<file path="src/rtl/bpsk_demodulator.sv">
// bpsk_demodulator
//   Coherent BPSK demodulator. Each accepted sample is multiplied by the
//   aligned local sine reference; the products of one carrier period are
//   summed and the sign of the sum decides the bit. DATA_WIDTH bits are
//   assembled LSB first into a word.
// Ports
//   clk        : clock, rising edge
//   rst        : synchronous active-high reset
//   en         : sample strobe; inputs are taken only when en=1
//   sample_in  : received sample, signed
//   ref_in     : local sine reference aligned to sample_in, signed
//   cnt_in     : phase index of sample_in within the carrier period
//   data_out   : last recovered word
//   data_valid : one-cycle pulse when data_out/data_err update
//   data_err   : 1 if any bit of the word had a weak correlation
//   locked     : 1 while the phase tracker is in RUN
module bpsk_demodulator #(
  parameter int SAMPLE_NUMBER = 256,
  parameter int SAMPLE_WIDTH  = 12,
  parameter int DATA_WIDTH    = 12,
  parameter int THRESHOLD     = 2**20,
  localparam int CNT_WIDTH    = $clog2(SAMPLE_NUMBER)
) (
  input  logic                           clk,
  input  logic                           rst,
  input  logic                           en,
  input  logic signed [SAMPLE_WIDTH-1:0] sample_in,
  input  logic signed [SAMPLE_WIDTH-1:0] ref_in,
  input  logic [CNT_WIDTH-1:0]           cnt_in,
  output logic [DATA_WIDTH-1:0]          data_out,
  output logic                           data_valid,
  output logic                           data_err,
  output logic                           locked
);

  localparam int PROD_WIDTH = 2 * SAMPLE_WIDTH;
  localparam int ACC_WIDTH  = PROD_WIDTH + CNT_WIDTH;
  localparam int BIT_WIDTH  = (DATA_WIDTH > 1) ? $clog2(DATA_WIDTH) : 1;
  localparam logic [ACC_WIDTH-1:0] THR = ACC_WIDTH'(THRESHOLD);

  typedef enum logic {WAIT_SYNC, RUN} state_t;

  state_t state_reg, state_next;
  logic [CNT_WIDTH-1:0] cnt_prev_reg;
  logic accept, abort;

  // Phase tracker: in RUN a sample is taken only if its index continues the
  // sequence. A break discards the partial word and the same sample is then
  // judged as a possible sync point (index 0).
  always_comb begin
    state_next = state_reg;
    accept     = 1'b0;
    abort      = 1'b0;
    if (en) begin
      if (state_reg == RUN && cnt_in == cnt_prev_reg + CNT_WIDTH'(1)) begin
        accept = 1'b1;
      end else begin
        abort = (state_reg == RUN);
        if (cnt_in == '0) begin
          accept     = 1'b1;
          state_next = RUN;
        end else begin
          state_next = WAIT_SYNC;
        end
      end
    end
  end

  always_ff @(posedge clk) begin
    if (rst) begin
      state_reg    <= WAIT_SYNC;
      cnt_prev_reg <= '0;
    end else begin
      state_reg <= state_next;
      if (accept) cnt_prev_reg <= cnt_in;
    end
  end

  assign locked = (state_reg == RUN);

  // Stage 1: registered product with bit-boundary flags.
  logic signed [PROD_WIDTH-1:0] prod_next, prod_reg;
  logic prod_valid_reg, prod_first_reg, prod_last_reg;

  assign prod_next = PROD_WIDTH'(sample_in) * PROD_WIDTH'(ref_in);

  always_ff @(posedge clk) begin
    if (rst) begin
      prod_reg       <= '0;
      prod_valid_reg <= 1'b0;
      prod_first_reg <= 1'b0;
      prod_last_reg  <= 1'b0;
    end else begin
      prod_valid_reg <= accept;
      if (accept) begin
        prod_reg       <= prod_next;
        prod_first_reg <= (cnt_in == '0);
        prod_last_reg  <= (cnt_in == CNT_WIDTH'(SAMPLE_NUMBER - 1));
      end
    end
  end

  // Stage 2: accumulate, decide, assemble.
  logic signed [ACC_WIDTH-1:0] acc_reg, sum_next;
  logic [ACC_WIDTH-1:0]        mag_next;
  logic [DATA_WIDTH-1:0]       shift_reg, word_next;
  logic [BIT_WIDTH-1:0]        bit_cnt_reg;
  logic                        weak_reg;
  logic                        decision, weak_bit, bit_done, word_done;
  logic [DATA_WIDTH-1:0]       data_out_reg;
  logic                        data_valid_reg, data_err_reg;

  always_comb begin
    // The first product of a bit restarts the sum instead of adding to it.
    sum_next  = (prod_first_reg ? '0 : acc_reg) + ACC_WIDTH'(prod_reg);
    decision  = ~sum_next[ACC_WIDTH-1] && (sum_next != '0);
    mag_next  = sum_next[ACC_WIDTH-1] ? ACC_WIDTH'(-sum_next) : ACC_WIDTH'(sum_next);
    weak_bit  = (mag_next < THR);
    bit_done  = prod_valid_reg && prod_last_reg;
    word_done = bit_done && (bit_cnt_reg == BIT_WIDTH'(DATA_WIDTH - 1));
    // Shift in from the top so the first bit ends up at bit 0.
    word_next = {decision, shift_reg[DATA_WIDTH-1:1]};
  end

  always_ff @(posedge clk) begin
    if (rst) begin
      acc_reg        <= '0;
      shift_reg      <= '0;
      bit_cnt_reg    <= '0;
      weak_reg       <= 1'b0;
      data_out_reg   <= '0;
      data_valid_reg <= 1'b0;
      data_err_reg   <= 1'b0;
    end else begin
      data_valid_reg <= 1'b0;
      if (prod_valid_reg) acc_reg <= sum_next;
      if (bit_done) begin
        shift_reg <= word_next;
        if (word_done) begin
          bit_cnt_reg    <= '0;
          weak_reg       <= 1'b0;
          data_out_reg   <= word_next;
          data_err_reg   <= weak_reg | weak_bit;
          data_valid_reg <= 1'b1;
        end else begin
          bit_cnt_reg <= bit_cnt_reg + BIT_WIDTH'(1);
          weak_reg    <= weak_reg | weak_bit;
        end
      end
      // A phase break throws away the partial word. A word already completed
      // by the product arriving in the same cycle is still delivered above.
      if (abort) begin
        acc_reg     <= '0;
        shift_reg   <= '0;
        bit_cnt_reg <= '0;
        weak_reg    <= 1'b0;
      end
    end
  end

  assign data_out   = data_out_reg;
  assign data_valid = data_valid_reg;
  assign data_err   = data_err_reg;

endmodule

</file>
<file path="config.mk">
export PLATFORM = sky130hd
export DESIGN_NAME = bpsk_demodulator
export DESIGN_NICKNAME = d
export VERILOG_FILES = /design/src/rtl/bpsk_demodulator.sv
export SDC_FILE = /design/constraint.sdc
export NUM_CORES = 1
export LEC_CHECK = 0
export ABC_AREA = 1
export CORE_ASPECT_RATIO = 0.75
export CORE_UTILIZATION = 45
export CTS_CLUSTER_SIZE = 28
export DETAILED_ROUTE_END_ITERATION = 10
export DONT_BUFFER_PORTS = 1
export PLACE_DENSITY = 0.64
export SYNTH_ARGS = -nofsm -noshare
export SYNTH_HDL_FRONTEND = slang
export SYNTH_SLANG_ARGS = --single-unit
</file>
<file path="constraint.sdc">
create_clock -name clk -period 17.4 [get_ports clk]
set_input_delay 3.48 -clock clk [delete_from_list [all_inputs] [get_ports clk]]
set_output_delay 3.48 -clock clk [all_outputs]
set_load 0.005 [all_outputs]
</file>
# Yosys cells after proc, flatten, opt, wreduce, memory -nomap -nowiden
# Cells that the tools add are included.
[op_classes] order_cmp=1 mux=10 n_reduce_logical=10 div=0 shifts=0 mul=1 bitwise=4 eq_ne=3 add_sub_neg=4
[ops] op="$mux W32" n=2
[ops] op="$add A32 B32 Y32" n=1
[ops] op="$lt A32 B21 Y1 const B" n=1
[ops] op="$neg A32 Y32" n=1
[ops] op="$reduce_bool A32 Y1" n=1
[ops] op="$mul A12 B12 Y24" n=1
[ops] op="$add A8 B1 Y8 const B" n=1
[ops] op="$eq A8 B8 Y1" n=1
[ops] op="$eq A8 B8 Y1 const B" n=1
[ops] op="$logic_not A8 Y1" n=1
[ops] op="$mux W1" n=7
[ops] op="$add A4 B1 Y4 const B" n=1
[ops] op="$eq A4 B4 Y1 const B" n=1
[ops] op="$logic_and A1 B1 Y1" n=4
[ops] op="$mux W4" n=1
[ops] op="$reduce_and A2 Y1" n=2
[ops] op="$reduce_or A2 Y1" n=2
[ops] op="$not A1 Y1" n=3
[ops] op="$or A1 B1 Y1" n=1
[totals] out_inout_bits=15 mem_bits_rw=0 latchBits=0 reg_bits=99 mem_count=0 in_bits=35 mem_bits_ro=0 word_cells=46

# Logic depth before layout (Yosys ltp)
[depth] depth_word=7 ltp_mapped=29 ltp_nobuf=28

# Worst setup path before layout
# OpenSTA, ideal clock, no wires.
[synth_timing] kind="input to register" startpoint="input port ref_in[11]" endpoint="register prod_reg[21]" path_stages=25 path_buffers=1 setup_ps=120 arrival_ps=8262 setup_slack_ps=9018 required_time_ps=17280 path_cell_list="inv_1 > clkbuf_1 > or2_2 > fa_1 > inv_1 > fa_1 > fa_1 > inv_1 > fa_1 > fa_1 > inv_1 > ha_1 > a21oi_1 > nor2_1 > a211oi_1 > o21ai_0 > nand3_1 > nor2_1 > nor2_1 > inv_1 > a21oi_1 > nor2_1 > nor2_1 > xor2_1 > a21oi_1"
[synth_via] elab_chain_len=1
[synth_lines] item="start: declaration" line="28" source="input logic signed [SAMPLE_WIDTH-1:0] ref_in,"
[synth_lines] item="$mul A12 B12 Y24" line="85" source="assign prod_next = PROD_WIDTH'(sample_in) * PROD_WIDTH'(ref_in);"
[synth_lines] item="end signal: assignment" line="96" source="prod_reg <= prod_next;"
[synth_lines] item="end: declaration" line="82" source="logic signed [PROD_WIDTH-1:0] prod_next, prod_reg;"
# Every way passes these cells.
# A chain may end at the register's enable or synchronous reset.

# Worst setup path after layout
[layout_timing] startpoint="input port ref_in[11]" endpoint="register prod_reg[20]"
# Same word-level chain as after synthesis.

==> out/results.txt <==
commonest non-fill, non-tap cell in the layout: nand2_1
largest net degree at the start of global routing: 57
Clock Pin Slew Worst Setup and Hold Paths: 0.07 ns
Num CTS Buffers: 9
# setup viols final: 0
clock share of power: 0.129
min-delay src: prod_reg[2]$_SDFFE_PP0P_
RSZ-0062 raised after global routing: false
max-slew violations: 0
CP endpoint kind: flop
Syn. warnings: 0
GRT overflow: 0
Pint: 0.814 mW
drt first-iter violations: 816
Net Sw Power: 0.848 mW
Crit Path Class: input port to flop
fin crit share: 0.483
drt drc: 0
NumNets Final: 2106
FMAX: 119 MHz
FF-to-FF End: data_err$_SDFFE_PP0P_
ranking of synthesized cells by area: fa_1, dfxtp_1, nand2_1
largest area contributor in the netlist: fa_1
antenna cell count: 0
WL per Instance: 14.8 µm
Sw Ratio: 0.510
max reg flops: 32
vias in the first global route: 11100
vias per inst: 5.12
cell area after layout: 13300 µm²
num rows: 52
Hold-fix buffers, CTS: 0
Slew @ Worst Pin: 0.972 ns
crit-path max FO: 12
setup TNS: 0 ns
ys async rst share: 0
Post-DRT Antenna Nets: 0
worst min-delay path class: flop to flop
hold slack: 0.464 ns
Clk Latency, worst-skew pair: 0.36 ns
DRT Wirelength: 33000 µm
share of cells above drive strength 1: 0.0562
RD Place Congestion: 0.919
first-pass GRT wire length: 55400 µm
crit path launch type: input port
Tmin final: 8.40 ns
r2r setup slk: 13.56 ns
setup bufs post-CTS: 0
Root Buffer: clkbuf_16
maxcap violations: 0
Worst Path Required: 17.63 ns
Synth Flop Type: dfxtp_1
Starting Density: 0.464
LEAKAGE: 7.11 nW
Yosys reg bits: 98
iteration count of the initial detailed-routing pass: 6
CTS H-tree depth: 3
critical path endpoint: prod_reg[20]$_SDFFE_PP0P_
cell area after synthesis: 12700 µm²
Resized cells post-CTS: 0
most frequent cells in the layout: nand2_1, inv_1, nor2_1
Yosys top cell area share: 0.219
Sequential Power Share: 0.135
WP data arrival: 8.63 ns
worst setup path startpoint: ref_in[11]
Compound-Gate Fraction of Synth Area: 0.0925
mux share of post-synthesis cell area: 0
Die Y: 148 µm
CTS max path bufs: 2
Clock Skew: 0.0120 ns
Die X: 196 µm
status: completed
Area growth, synth to finish: 4.68%
Top Ports: 50
Vias: 11400
antenna violations before repair: 0
TritonCTS clock tree: done
total track usage: 0.240
normalized max-slew margin: 0.348
number of synthesized flops with an enable pin: 0
post-synthesis cell type count: 42
dpl cell area: 13000 µm²
Post-Synth Simple-Gate Area: 0.281
pwr dens: 125 nW/µm²
Peak VDD IR: 0.000172 V
Die ar.: 29000 µm²
Clock Sinks: 98
hpwl dp: 27300 µm
largest family of logic cells by synthesized area: adder cells
Reg2Reg Depth: 26
Core Region: 27400 µm²
Avg Cell Area, Syn: 6.74 µm²
I/O Buffers: 0
Mapped Cells: 1888
Synth Net Count: 2146
worst r2r src: prod_first_reg$_SDFFE_PP0P_
final hold vios: 0
post-synthesis adder-cell area fraction: 0.301
post-synthesis xor/xnor area fraction: 0.0282
sequential-to-total area share from yosys stat: 0.154
Gate power share: 0.736
==> cell type report <==
cell class | count | area [µm²]
Inverter | 426 | 1600
Multi-Input combinational cell | 1309 | 8940
Clock inverter | 6 | 83.8
Timing Repair Buffer | 4 | 30.0
Sequential cell | 98 | 1960
Tap cell | 378 | 473
Clock buffer | 9 | 225
Fill cell | 2791 | 14100
==> synth_stat cells (3+ instances only) <==
master / number
inv_2: 17
nor4_1: 4
o21ai_0: 72
nand3_1: 78
nand4_1: 19
fa_1: 139
xnor2_1: 20
xor2_1: 21
nand3b_1: 14
nor2_4: 5
dfxtp_1: 98
nand3_2: 5
or2_2: 4
clkbuf_1: 49
clkinv_1: 6
a211oi_1: 21
nor2_1: 145
nand2_2: 28
nor2_2: 17
nor3_1: 7
buf_2: 5
nand2_1: 494
a21oi_1: 105
inv_1: 403
ha_1: 84
o21bai_1: 3
o211ai_1: 4
==> per-stage QoR <==
stage | worst slack (ns) | power [mW] | instances | util
finish | 9.00 | 1.66 | 2230 | 0.486
global route | 8.69 | 1.86 | 2230 | 0.486
CTS | 9.04 | 1.67 | 2230 | 0.486
detailed placement | 8.68 | 1.44 | 2215 | 0.475
global placement | 8.69 | 1.44 | 2215 | 0.475
floorplan | 9.02 | 1.17 | 1888 | -
==> how the worst min path moves through the flow <==
stage	to	cells after the start
floorplan	acc_reg[9]$_SDFFE_PP0P_	2
finish	prod_reg[2]$_SDFFE_PP0P_	2
detailed placement	prod_reg[2]$_SDFFE_PP0P_	2
CTS	prod_reg[2]$_SDFFE_PP0P_	2
global route	prod_reg[4]$_SDFFE_PP0P_	2
global placement	prod_first_reg$_SDFFE_PP0P_	2
==> power by group through the flow <==
stage               Sequential (mW)  Combinational, mW  Clock (mW)
floorplan                     0.230              0.944           0
global placement              0.230               1.21           0
CTS                           0.224               1.22       0.217
global route                  0.224               1.41       0.226
detailed placement            0.230               1.21           0
finish                        0.224               1.22       0.214
==> worst max-delay path, cell delays in order <==
cell and delay, ns:
inv_1 0.16, or2_2 0.35, fa_1 0.51, fa_1 0.51, fa_1 0.51, fa_1 0.51, fa_1 0.54, inv_1 0.04
ha_1 0.38, nand2_1 0.11, nor2_1 0.11, a21oi_1 0.10, o21ai_0 0.35, a31oi_1 0.18, o21ai_0 0.33, nand3_1 0.11
nand2_1 0.09, xor2_1 0.15, a21oi_1 0.08
==> routing by layer <==
metal / up-vias / global-route usage / share of wire
met3: 24 / 0.0465 / 0.092
met4: 0 / 0.0391 / 0.010
met5: - / 0 / 0
li1: 5637 / - / -
met2: 355 / 0.343 / 0.39
met1: 5391 / 0.376 / 0.51
==> logic make-up after synthesis <==
logic type,after synthesis
and+or+nand+nor,829
DFF,98
AOI/OAI and AO/OA,216
xor gates and xnor gates,41
adders and majority gates,223
buffers and inverters,481
No activity file was read; power rests on OpenSTA's default activity.
==> RTL change 1, RTL diff (config.mk and constraints unchanged) <==
`SAMPLE_WIDTH`: 12 -> 18.
--- a/src/rtl/bpsk_demodulator.sv
+++ b/src/rtl/bpsk_demodulator.sv
@@ -16,7 +16,7 @@
 //   locked     : 1 while the phase tracker is in RUN
 module bpsk_demodulator #(
   parameter int SAMPLE_NUMBER = 256,
-  parameter int SAMPLE_WIDTH  = 12,
+  parameter int SAMPLE_WIDTH  = 18,
   parameter int DATA_WIDTH    = 12,
   parameter int THRESHOLD     = 2**20,
   localparam int CNT_WIDTH    = $clog2(SAMPLE_NUMBER)
Interface: changed (resized ref_in and sample_in); port bits go from 50 to 62. The function was not compared with the original's and may differ.
==> RTL change 1 against the unedited design <==
Die area grew 72%. Global-route usage grew 1.2 points. Worst setup slack lost 0.80 ns. Design area grew 72%. Synthesized area grew 73%. Sequential cell count grew 24. Non-clock buffer count grew 2. Critical path depth grew 5. Wire length grew 80%. Largest cell class unchanged.
Power is left out: the tool's default activity adds up to more than one toggle a clock period on the data nets, which glitch-free logic cannot reach.
==> RTL change 1: results (changes against the unedited design) <==
CTS Buf Count 17 (+8); Worst slew margin 22.1% (-13 points); Worst EP arrival 9.50 ns (+0.87 ns); first-pass GRT wire length 99.9 mm (+80%); Distinct cells, synth 47 (+12%); CP top delay family adder cells; DP Area 22,400 um^2 (+72%); Place WS 7.82 ns (-0.857 ns); CTS resizes 0 (unchanged); clk_skew 0.0172 ns (+0.00524 ns); synth warn 0 (unchanged); top area cells in the synthesized netlist fa_1 (30%), nand2_1 (15%), inv_1 (13%); CTS clk-pin slew, worst paths 0.06 ns; met1 WL 28.5 mm (+70%); met2 GRT Util 38.4% (+4.2 points); met3 WL 4.68 mm (+54%); postcts setup bufs 0 (unchanged); met3 Track Usage GR 4.65% (about the same); Max Fanout on Critical Path 18 (+6); H-tree depth 4 (+1); gpl congestion 1.00 (+8.9%); Avg WL per Cell 15.8 um (+6.5%); DR iter-0 viols 1,408 (+73%); max reg flops 44 (+38%); Total GRT Usage 25.2% (+1.2 points); layout cell share with drive strength beyond 1 3.48% (-2.1 points); CP max stage delay 0.81 ns (+0.27 ns); Detailed Place HPWL 50.4 mm (+85%); # diodes 0 (unchanged); GR Layer Usage met1 37.3% (-0.34 points); status complete, no violations; Final Hold Fails 0 (unchanged); uppermost layer routed met4; Synth top cells by count nand2_1 (878), inv_1 (761), fa_1 (330), nor2_1 (226), a21oi_1 (167); fin nets 3,635 (+73%); TritonRoute pass-1 iters 5 (-1); pin count of the biggest net entering global routing 75 (+32%); Slowest-stage cell, CP a21boi_0; syn nets 3,726 (+74%); met2 wire length 25.4 mm (+97%); worst skew pair latency 0.44 ns (+0.08 ns); post-synthesis sequential area ratio 11.1% (-4.3 points); Final Instance Count excl. Fillers 3,772 (+69%); vias post-DR 19,300 (+69%); Synth Instances 3,211 (+70%)
RTL change 1: cell type report:
cell class              count  area, um^2
fillers                  4791       24800
repair buffers              6        45.0
clock buffers              18         439
multi-input cells        2203       16200
flip-flops and latches    122        2440
inverters                 770        2890
clock inverters            14         151
well taps                 639         800
RTL change 1: tightest hold or removal path: stages, from the launching register on:
cell and delay, ns:
dfxtp_1 0.31, nand2_1 0.06, a21oi_1 0.05
RTL change 1: cells by family after synthesis:
logic type	count (synthesis)	synth area share [%]
AND/OR/NAND/NOR	1344	25.2
buffers and inverters	886	15.2
adder cells (fa/ha/maj)	468	38.0
AO/OA/AOI/OAI	340	8.50
flip-flops	122	11.1
XOR/XNOR	51	2.03
RTL change 1: path summary, 6_finish.rpt:
path | from | to | slack (ns) | cells past startpoint
min | acc_reg[14] | acc_reg[14] | 0.46 | 2
max reg2reg | prod_first_reg | data_err | 12.55 | 29
max | ref_in[3] | prod_reg[29] | 8.19 | 24
min reg2reg | acc_reg[14] | acc_reg[14] | 0.46 | 2
==> RTL change 2, RTL diff (same settings) <==
Without the edit above. Register the output `data_err` once more; this adds one clock of latency there. The other outputs are not delayed to match. Comments in the files are not updated.
--- a/src/rtl/bpsk_demodulator.sv
+++ b/src/rtl/bpsk_demodulator.sv
@@ -160,7 +160,9 @@
 
   assign data_out   = data_out_reg;
   assign data_valid = data_valid_reg;
-  assign data_err   = data_err_reg;
+  always_ff @(posedge clk) begin
+    data_err <= data_err_reg;
+  end
 
 endmodule
 
Function: same outputs for any inputs over 10 cycles, from zero or initial values and one cycle with rst high; that may be too few to reach the edited logic, so the function may still have changed.
==> RTL change 2 against the unedited design <==
Synthesized area is 0.16% higher. Design area is 0.28% higher. Sequential cell count is 1 higher. Non-clock buffer count is 1 higher. Final cell count is 0.13% higher. Worst setup slack better by 0.085 ns. Total power is 1.0% lower. Wire length is 0.39% lower. Critical path type unchanged. Largest cell class unchanged. Largest power group unchanged.
==> RTL change 2: results (changes against the unedited design) <==
status complete, no violations; Min-Delay Path Depth 0 (-2); first-pass GRT wire length 55.4 mm (about the same); Total GRT Usage 24.1% (+0.037 points); RR Endpoint data_err_reg; met2 wire length 13.0 mm (+0.50%); CLK BUF 10 (+1); DR iter-0 viols 989 (+21%); Sw Share 50.3% (-0.72 points); CP top delay family adder cells; Final Instance Count excl. Fillers 2,233 (+0.13%); Seq cells 99 (+1.0%); Place WS 8.69 ns (+0.0105 ns); final instance area 13,400 um^2 (+0.28%); Worst EP arrival 8.55 ns (-0.08 ns); Lkg Pwr 0.00712 uW (+0.22%); inverters 426 (unchanged); hold_sp data_err_reg; top area cells in the synthesized netlist fa_1 (22%), dfxtp_1 (16%), nand2_1 (15%); non-clk buf share 0.281% (+0.056 points); Layout fillers 2,790 (-0.036%); pin count of the biggest net entering global routing 57 (unchanged); R2R depth 26 (unchanged); Synth top cells by count nand2_1 (494), inv_1 (403), nor2_1 (145), fa_1 (139), a21oi_1 (105); gpl congestion 0.945 (+2.8%); Worst slew margin 36.7% (+1.9 points); DP Area 13,000 um^2 (+0.21%); clk_skew 0.00775 ns (-0.00424 ns); Buffers excl. clock 5 (+1); clk tree area frac 2.39% (+0.068 points); Slowest-stage cell, CP fa_1; # diodes 0 (unchanged); Detailed Place HPWL 27.4 mm (+0.35%); total wire length 32.9 mm (-0.39%); vias post-DR 11,400 (+0.30%); Worst R2R Setup Slack 13.62 ns (+0.06 ns); post-synthesis sequential area ratio 15.6% (+0.13 points); syn nets 2,147 (+0.047%); Final Core Density 48.8% (+0.14 points); average size of a mapped cell 6.74 um^2 (+0.10%); hold slack 0.350 ns (-0.113 ns); met3 WL 2.94 mm (-3.0%); Final min period 8.32 ns (-0.0846 ns); postcts setup bufs 0 (unchanged); met1 WL 16.8 mm (about the same); layout cell share with drive strength beyond 1 5.71% (+0.099 points); Hold EP data_err; max reg flops 32 (unchanged)
RTL change 2: cell count changes after synthesis, sizes merged:
cell,before,now
dfxtp,98,99
RTL change 2: power by group through the flow:
stage	clock, uW	combinational [uW]	sequential (uW)
floorplan	0	944	232
global route	228	1390	227
CTS	222	1200	227
finish	216	1200	227
global placement	0	1190	232
detailed placement	0	1190	232
RTL change 2: cells by family (layout without fill, tap and decap cells):
logic type | after synthesis | after routing | synth area share [%]
buffers and inverters | 481 | 447 | 14.2
adders and majority gates | 223 | 223 | 30.1
AOI/OAI and AO/OA | 216 | 216 | 9.23
DFF | 99 | 99 | 15.6
and+or+nand+nor | 829 | 829 | 28.1
xor gates and xnor gates | 41 | 41 | 2.82
RTL change 2: routing by layer:
metal  GRT usage, %  vias to the layer above
li1               -                     5653
met1           38.3                     5396
met2           33.5                      368
met3           5.02                       24
met4           3.32                        0
met5              0                        -
